[src/rtl/fill_rect_addr_engine.sv]
// Clips one fill-rect command to the screen and starts the data generator: strobe rises 2 cycles after accept.
// Accepts only when idle; the strobe is held until the generator leaves idle, and rtr returns once it is idle again.
module fill_rect_addr_engine #(
  parameter int SCREEN_W   = 640,
  parameter int SCREEN_H   = 480,
  parameter int ROW_STRIDE = 240,
  parameter int GRP_WORDS  = 3
) (
  input  logic        clk,
  input  logic        rst_,
  input  logic        dec_in_rts,
  output logic        dec_out_rtr,
  input  logic [15:0] dec_in_x,
  input  logic [15:0] dec_in_y,
  input  logic [15:0] dec_in_hgt,
  input  logic [15:0] dec_in_wid,
  input  logic [3:0]  dec_in_rval,
  input  logic [3:0]  dec_in_gval,
  input  logic [3:0]  dec_in_bval,
  input  logic        data_gen_is_idle,
  output logic        gen_start_strobe,
  output logic [15:0] init_addr,
  output logic [15:0] cmd_data_hgt,
  output logic [15:0] cmd_data_wid,
  output logic [3:0]  cmd_data_rval,
  output logic [3:0]  cmd_data_gval,
  output logic [3:0]  cmd_data_bval,
  output logic        cmd_drop,
  output logic        addr_eng_is_idle
);

  typedef enum logic [1:0] {IDLE, CALC, STROBE, BUSY} state_t;

  state_t      state_q;
  logic        rtr_q;
  logic        strobe_q;
  logic        drop_q;
  logic [15:0] x_q, y_q, wid_q, hgt_q;
  logic [3:0]  r_q, g_q, b_q;
  logic [15:0] addr_q, cwid_q, chgt_q;
  logic [3:0]  cr_q, cg_q, cb_q;

  logic        in_drop;
  logic [16:0] x_room, y_room;
  logic [15:0] wid_d, hgt_d, addr_d;

  // Drop decision is taken on the raw fields at accept time and replayed during CALC.
  assign in_drop = (dec_in_wid == 16'd0) || (dec_in_hgt == 16'd0) ||
                   (dec_in_x >= 16'(SCREEN_W)) || (dec_in_y >= 16'(SCREEN_H));

  always_comb begin
    x_room = 17'(SCREEN_W) - {1'b0, x_q};
    y_room = 17'(SCREEN_H) - {1'b0, y_q};
    wid_d  = ({1'b0, wid_q} > x_room) ? x_room[15:0] : wid_q;
    hgt_d  = ({1'b0, hgt_q} > y_room) ? y_room[15:0] : hgt_q;
    // Full-width products, then wrap to the 16-bit word address space.
    addr_d = 16'(32'(y_q) * 32'(ROW_STRIDE) + 32'(x_q >> 3) * 32'(GRP_WORDS));
  end

  always_ff @(posedge clk or negedge rst_) begin
    if (!rst_) begin
      state_q  <= IDLE;
      rtr_q    <= 1'b1;
      strobe_q <= 1'b0;
      drop_q   <= 1'b0;
      x_q      <= '0;
      y_q      <= '0;
      wid_q    <= '0;
      hgt_q    <= '0;
      r_q      <= '0;
      g_q      <= '0;
      b_q      <= '0;
      addr_q   <= '0;
      cwid_q   <= '0;
      chgt_q   <= '0;
      cr_q     <= '0;
      cg_q     <= '0;
      cb_q     <= '0;
    end else begin
      case (state_q)
        IDLE: begin
          if (dec_in_rts && rtr_q) begin
            x_q     <= dec_in_x;
            y_q     <= dec_in_y;
            wid_q   <= dec_in_wid;
            hgt_q   <= dec_in_hgt;
            r_q     <= dec_in_rval;
            g_q     <= dec_in_gval;
            b_q     <= dec_in_bval;
            drop_q  <= in_drop;
            rtr_q   <= 1'b0;
            state_q <= CALC;
          end
        end
        CALC: begin
          drop_q <= 1'b0;
          if (drop_q) begin
            rtr_q   <= 1'b1;
            state_q <= IDLE;
          end else begin
            addr_q   <= addr_d;
            cwid_q   <= wid_d;
            chgt_q   <= hgt_d;
            cr_q     <= r_q;
            cg_q     <= g_q;
            cb_q     <= b_q;
            strobe_q <= 1'b1;
            state_q  <= STROBE;
          end
        end
        STROBE: begin
          // The generator only sees the strobe once its arbiter is ready; hold until it leaves idle.
          if (!data_gen_is_idle) begin
            strobe_q <= 1'b0;
            state_q  <= BUSY;
          end
        end
        BUSY: begin
          if (data_gen_is_idle) begin
            rtr_q   <= 1'b1;
            state_q <= IDLE;
          end
        end
        default: state_q <= IDLE;
      endcase
    end
  end

  assign dec_out_rtr      = rtr_q;
  assign addr_eng_is_idle = rtr_q;
  assign gen_start_strobe = strobe_q;
  assign cmd_drop         = drop_q;
  assign init_addr        = addr_q;
  assign cmd_data_wid     = cwid_q;
  assign cmd_data_hgt     = chgt_q;
  assign cmd_data_rval    = cr_q;
  assign cmd_data_gval    = cg_q;
  assign cmd_data_bval    = cb_q;

endmodule
[config.mk]
export PLATFORM = sky130hd
export DESIGN_NAME = fill_rect_addr_engine
export DESIGN_NICKNAME = d
export VERILOG_FILES = /design/src/rtl/fill_rect_addr_engine.sv
export SDC_FILE = /design/constraint.sdc
export NUM_CORES = 1
export LEC_CHECK = 0
export ABC_AREA = 1
export CELL_PAD_IN_SITES_DETAIL_PLACEMENT = 1
export CELL_PAD_IN_SITES_GLOBAL_PLACEMENT = 2
export CORE_ASPECT_RATIO = 0.75
export CORE_MARGIN = 5
export CORE_UTILIZATION = 29
export CTS_CLUSTER_SIZE = 12
export DETAILED_ROUTE_END_ITERATION = 8
export PLACE_DENSITY = 0.77
export SLEW_MARGIN = 20
export SYNTH_ARGS = -nofsm -noshare
export SYNTH_HDL_FRONTEND = slang
export SYNTH_SLANG_ARGS = --single-unit
[constraint.sdc]
create_clock -name clk -period 3.9 [get_ports clk]
set_input_delay 0.39 -clock clk [delete_from_list [all_inputs] [get_ports clk]]
set_output_delay 0.39 -clock clk [all_outputs]
set_load 0.03 [all_outputs]
==> run metrics, run 1 <==
hold-fix buffers at CTS=0; first-pass GRT wire length=46,100 um; clock skew=0.0127 ns; synthesized area=9030 um2; synthesized netlist cell count=1,093; Post-synth EDFFs=0; worst reg2reg setup slack=-0.19 ns; Max Clock Freq=245 MHz; FF+latch area=3530 um2; initial antenna violation count=0; top cell type's share of synthesized area=38.8%; vias in the first global route=8,287; CP Data Arrival Time=4.46 ns; Final Setup Violations=6; die width=214 um; ratio of final minimum period to clock period=105%; Slew HR=45.4%; maximum clock path buffer count=2; Initial Utilization=29.2%; die area=34,800 um2; Root Buffer=clkbuf_16; RSZ-0062 raised after global routing=true; r2r worst-path depth=20; GRT Overall Usage=16.9%; worst skew pair latency=0.44 ns; Seq/Total Area, Yosys=39.1%; DR DRC count=0; port bufs=143; fin area=12,300 um2; H-tree levels=4; WL/cell=16.9 um; worst r2r src=y_q[2]$_DFFE_PN0P_; placed instance area=11,300 um2; Async S/R FF share, synth=100%; Synth top cells by count=323 x nand2_1, 140 x dfrtp_1, 120 x inv_1; Layout fillers=3,649; total CTS buffers=17; FF-to-FF End=init_addr[15]$_DFFE_PN0P_; Post-DRT Antenna Nets=0; worst setup path class=flop to flop; CP Capture Type=flop; Mapped Nets=1,287; DP Cell Count=1,658; Clock Sinks=141; drt pass-1 iters=4; area leader, netlist=dfrtp_1; Max Fanout on Critical Path=4; Syn Area/Cell=8.26 um2; top_reg_cell synth=dfrtp_1; Seq cells post-synth=141; Slew Limit Fails=0; final layout net count=1,475; Worst Tran Pin Value=0.819 ns; fin crit period=4.09 ns; Die Height=163 um; final WL=28,700 um; # diodes=0; yosys warns=0; clock-pin slew of the registers on the worst-case setup and hold paths=0.07 ns; # Max-Cap Violations=0; Netlist cell types=41; Layout area overhead=35.9%; Cell Rows=56; I/O pin cnt=144; largest net degree at the start of global routing=85; core outline area=31,000 um2; CTS tree=done; Post-DP HPWL=22,100 um; top-count cell post-synth=nand2_1; GP Congestion=0.800; Startpoint Class=flop; largest cells by area after synthesis=dfrtp_1 39%, nand2_1 13%, ha_1 12%, fa_1 6.0%, inv_1 5.0%; Non-Filler Instances=1,700; failing checks=negative setup slack; PnR worst setup slack=-0.190 ns; GR Overflow Total=0; Tightest Hold Check Type=input pin to async pin; routed vias=7,801; final hold viol count=0; DRT iter0 DRCs=414; Multi-input gate area=5230 um2; critical path required time=4.27 ns; outcome=finished with violations; share of layout cells above drive strength 1=13.5%; vias per cell=4.59
## critical path: stages, from the launching register on
cell and delay (ns):
dfrtp_2 0.45, fa_1 0.57, fa_2 0.48, fa_2 0.39, nand3_2 0.09, nand2_2 0.05, a21o_1 0.17, nand2_2 0.07
nand2_1 0.05, nand2_1 0.07, nand2_1 0.07, fa_1 0.50, inv_2 0.05, ha_4 0.23, a21oi_4 0.14, o21ai_2 0.07
a21o_1 0.15, nor2_1 0.13, o21bai_1 0.12, nand3_1 0.08, nand2_1 0.08
## what timing repair did
action | CTS | global route
endpoints found under the setup margin | 7 | 8
hold endpoints to repair | 0 | 0
pin swaps | 37 | 24
setup buffers | 8 | 2
gates resized for setup | 36 | 27
## placed cells by master (no fill, tap or decap), drive strengths merged, types with 3 or more instances in the layout
| master | count |
|---|---|
| buf | 63 |
| o21bai | 5 |
| or2 | 3 |
| bufinv | 3 |
| clkdlybuf4s50 | 142 |
| dfrtp | 140 |
| nand3 | 87 |
| a21o | 5 |
| a21boi | 4 |
| nor2 | 39 |
| nand4 | 12 |
| inv | 125 |
| clkbuf | 19 |
| xor2 | 31 |
| a21oi | 27 |
| o21ai | 102 |
| nor4 | 10 |
| clkinv | 4 |
| nor3 | 8 |
| xnor2 | 10 |
| nand2 | 328 |
| ha | 87 |
| clkinvlp | 5 |
| fa | 27 |
## cell type report
cell class                      instances  area share [%]
Clock inverter                         13            1.34
Timing Repair Buffer                  205            15.6
Sequential cell                       141            28.8
Tap cell                              406            4.14
Multi-Input combinational cell        792            42.7
Inverter                              124            3.79
Clock buffer                           19            3.69
## layer usage
| metal | vias to the layer above | global-route usage [%] | routed length, um |
|---|---|---|---|
| li1 | 3890 | - | - |
| met1 | 3803 | 25.0 | 14900 |
| met2 | 88 | 25.6 | 12800 |
| met3 | 20 | 2.97 | 723 |
| met4 | 0 | 3.96 | 356 |
| met5 | - | 0 | 0 |
## through the flow
stage | util, % | TNS, ns | hold WS, ns | setup WS, ns
finish | 39.6 | -0.704 | 0.0440 | -0.190
global route | 39.6 | -1.81 | 0.0976 | -0.372
CTS | 39.2 | -0.417 | 0.0520 | -0.173
detailed placement | 36.4 | -1.18 | 0.465 | -0.284
global placement | 36.4 | -0.570 | 0.460 | -0.167
floorplan | - | -0.0125 | 0.0944 | -0.0125
## sequential cells by signal, indices dropped and copies added (netlist names), 4 cells and up, named ones only
name	flops
cmd_data_hgt	16
cmd_data_wid	16
hgt_q	16
init_addr	16
wid_q	16
x_q	16
y_q	16
b_q	4
cmd_data_bval	4
cmd_data_gval	4
cmd_data_rval	4
g_q	4
r_q	4
## cell families after synthesis
group,Yosys count,share of synthesized area [%]
xor+xnor,41,3.98
compound gates,147,8.83
flops,141,39.1
fa+ha+maj,114,18.0
simple gates,490,23.1
buf+inv,160,6.94
## worst max path at each step
stage | from | end | slack [ns]
after floorplan | y_q[0]$_DFFE_PN0P_ | init_addr[15]$_DFFE_PN0P_ | -0.01
after CTS | y_q[1]$_DFFE_PN0P_ | init_addr[15]$_DFFE_PN0P_ | -0.17
after global routing | y_q[3]$_DFFE_PN0P_ | init_addr[15]$_DFFE_PN0P_ | -0.37
after detailed placement | y_q[1]$_DFFE_PN0P_ | init_addr[15]$_DFFE_PN0P_ | -0.28
after global placement | y_q[1]$_DFFE_PN0P_ | init_addr[15]$_DFFE_PN0P_ | -0.17
final | y_q[2]$_DFFE_PN0P_ | init_addr[15]$_DFFE_PN0P_ | -0.19
Power of run 1 is left out: the tool's default activity adds up to more than one toggle a clock period on the data nets, which glitch-free logic cannot reach.
==> run 2, diff against run 1 <==
Settings changed: TNS_END_PERCENT from default to 100.
==> results of run 2 <==
Same layout as run 1: the final DEF is identical, and so are final timing and power.
Power of run 2 is left out for the same reason.
==> run 3, diff against run 2 <==
Settings changed: ABC_CLOCK_PERIOD_IN_PS from default to 3900.
==> results of run 3 <==
Same layout as run 1: the final DEF is identical, and so are final timing and power.
Power of run 3 is left out for the same reason.
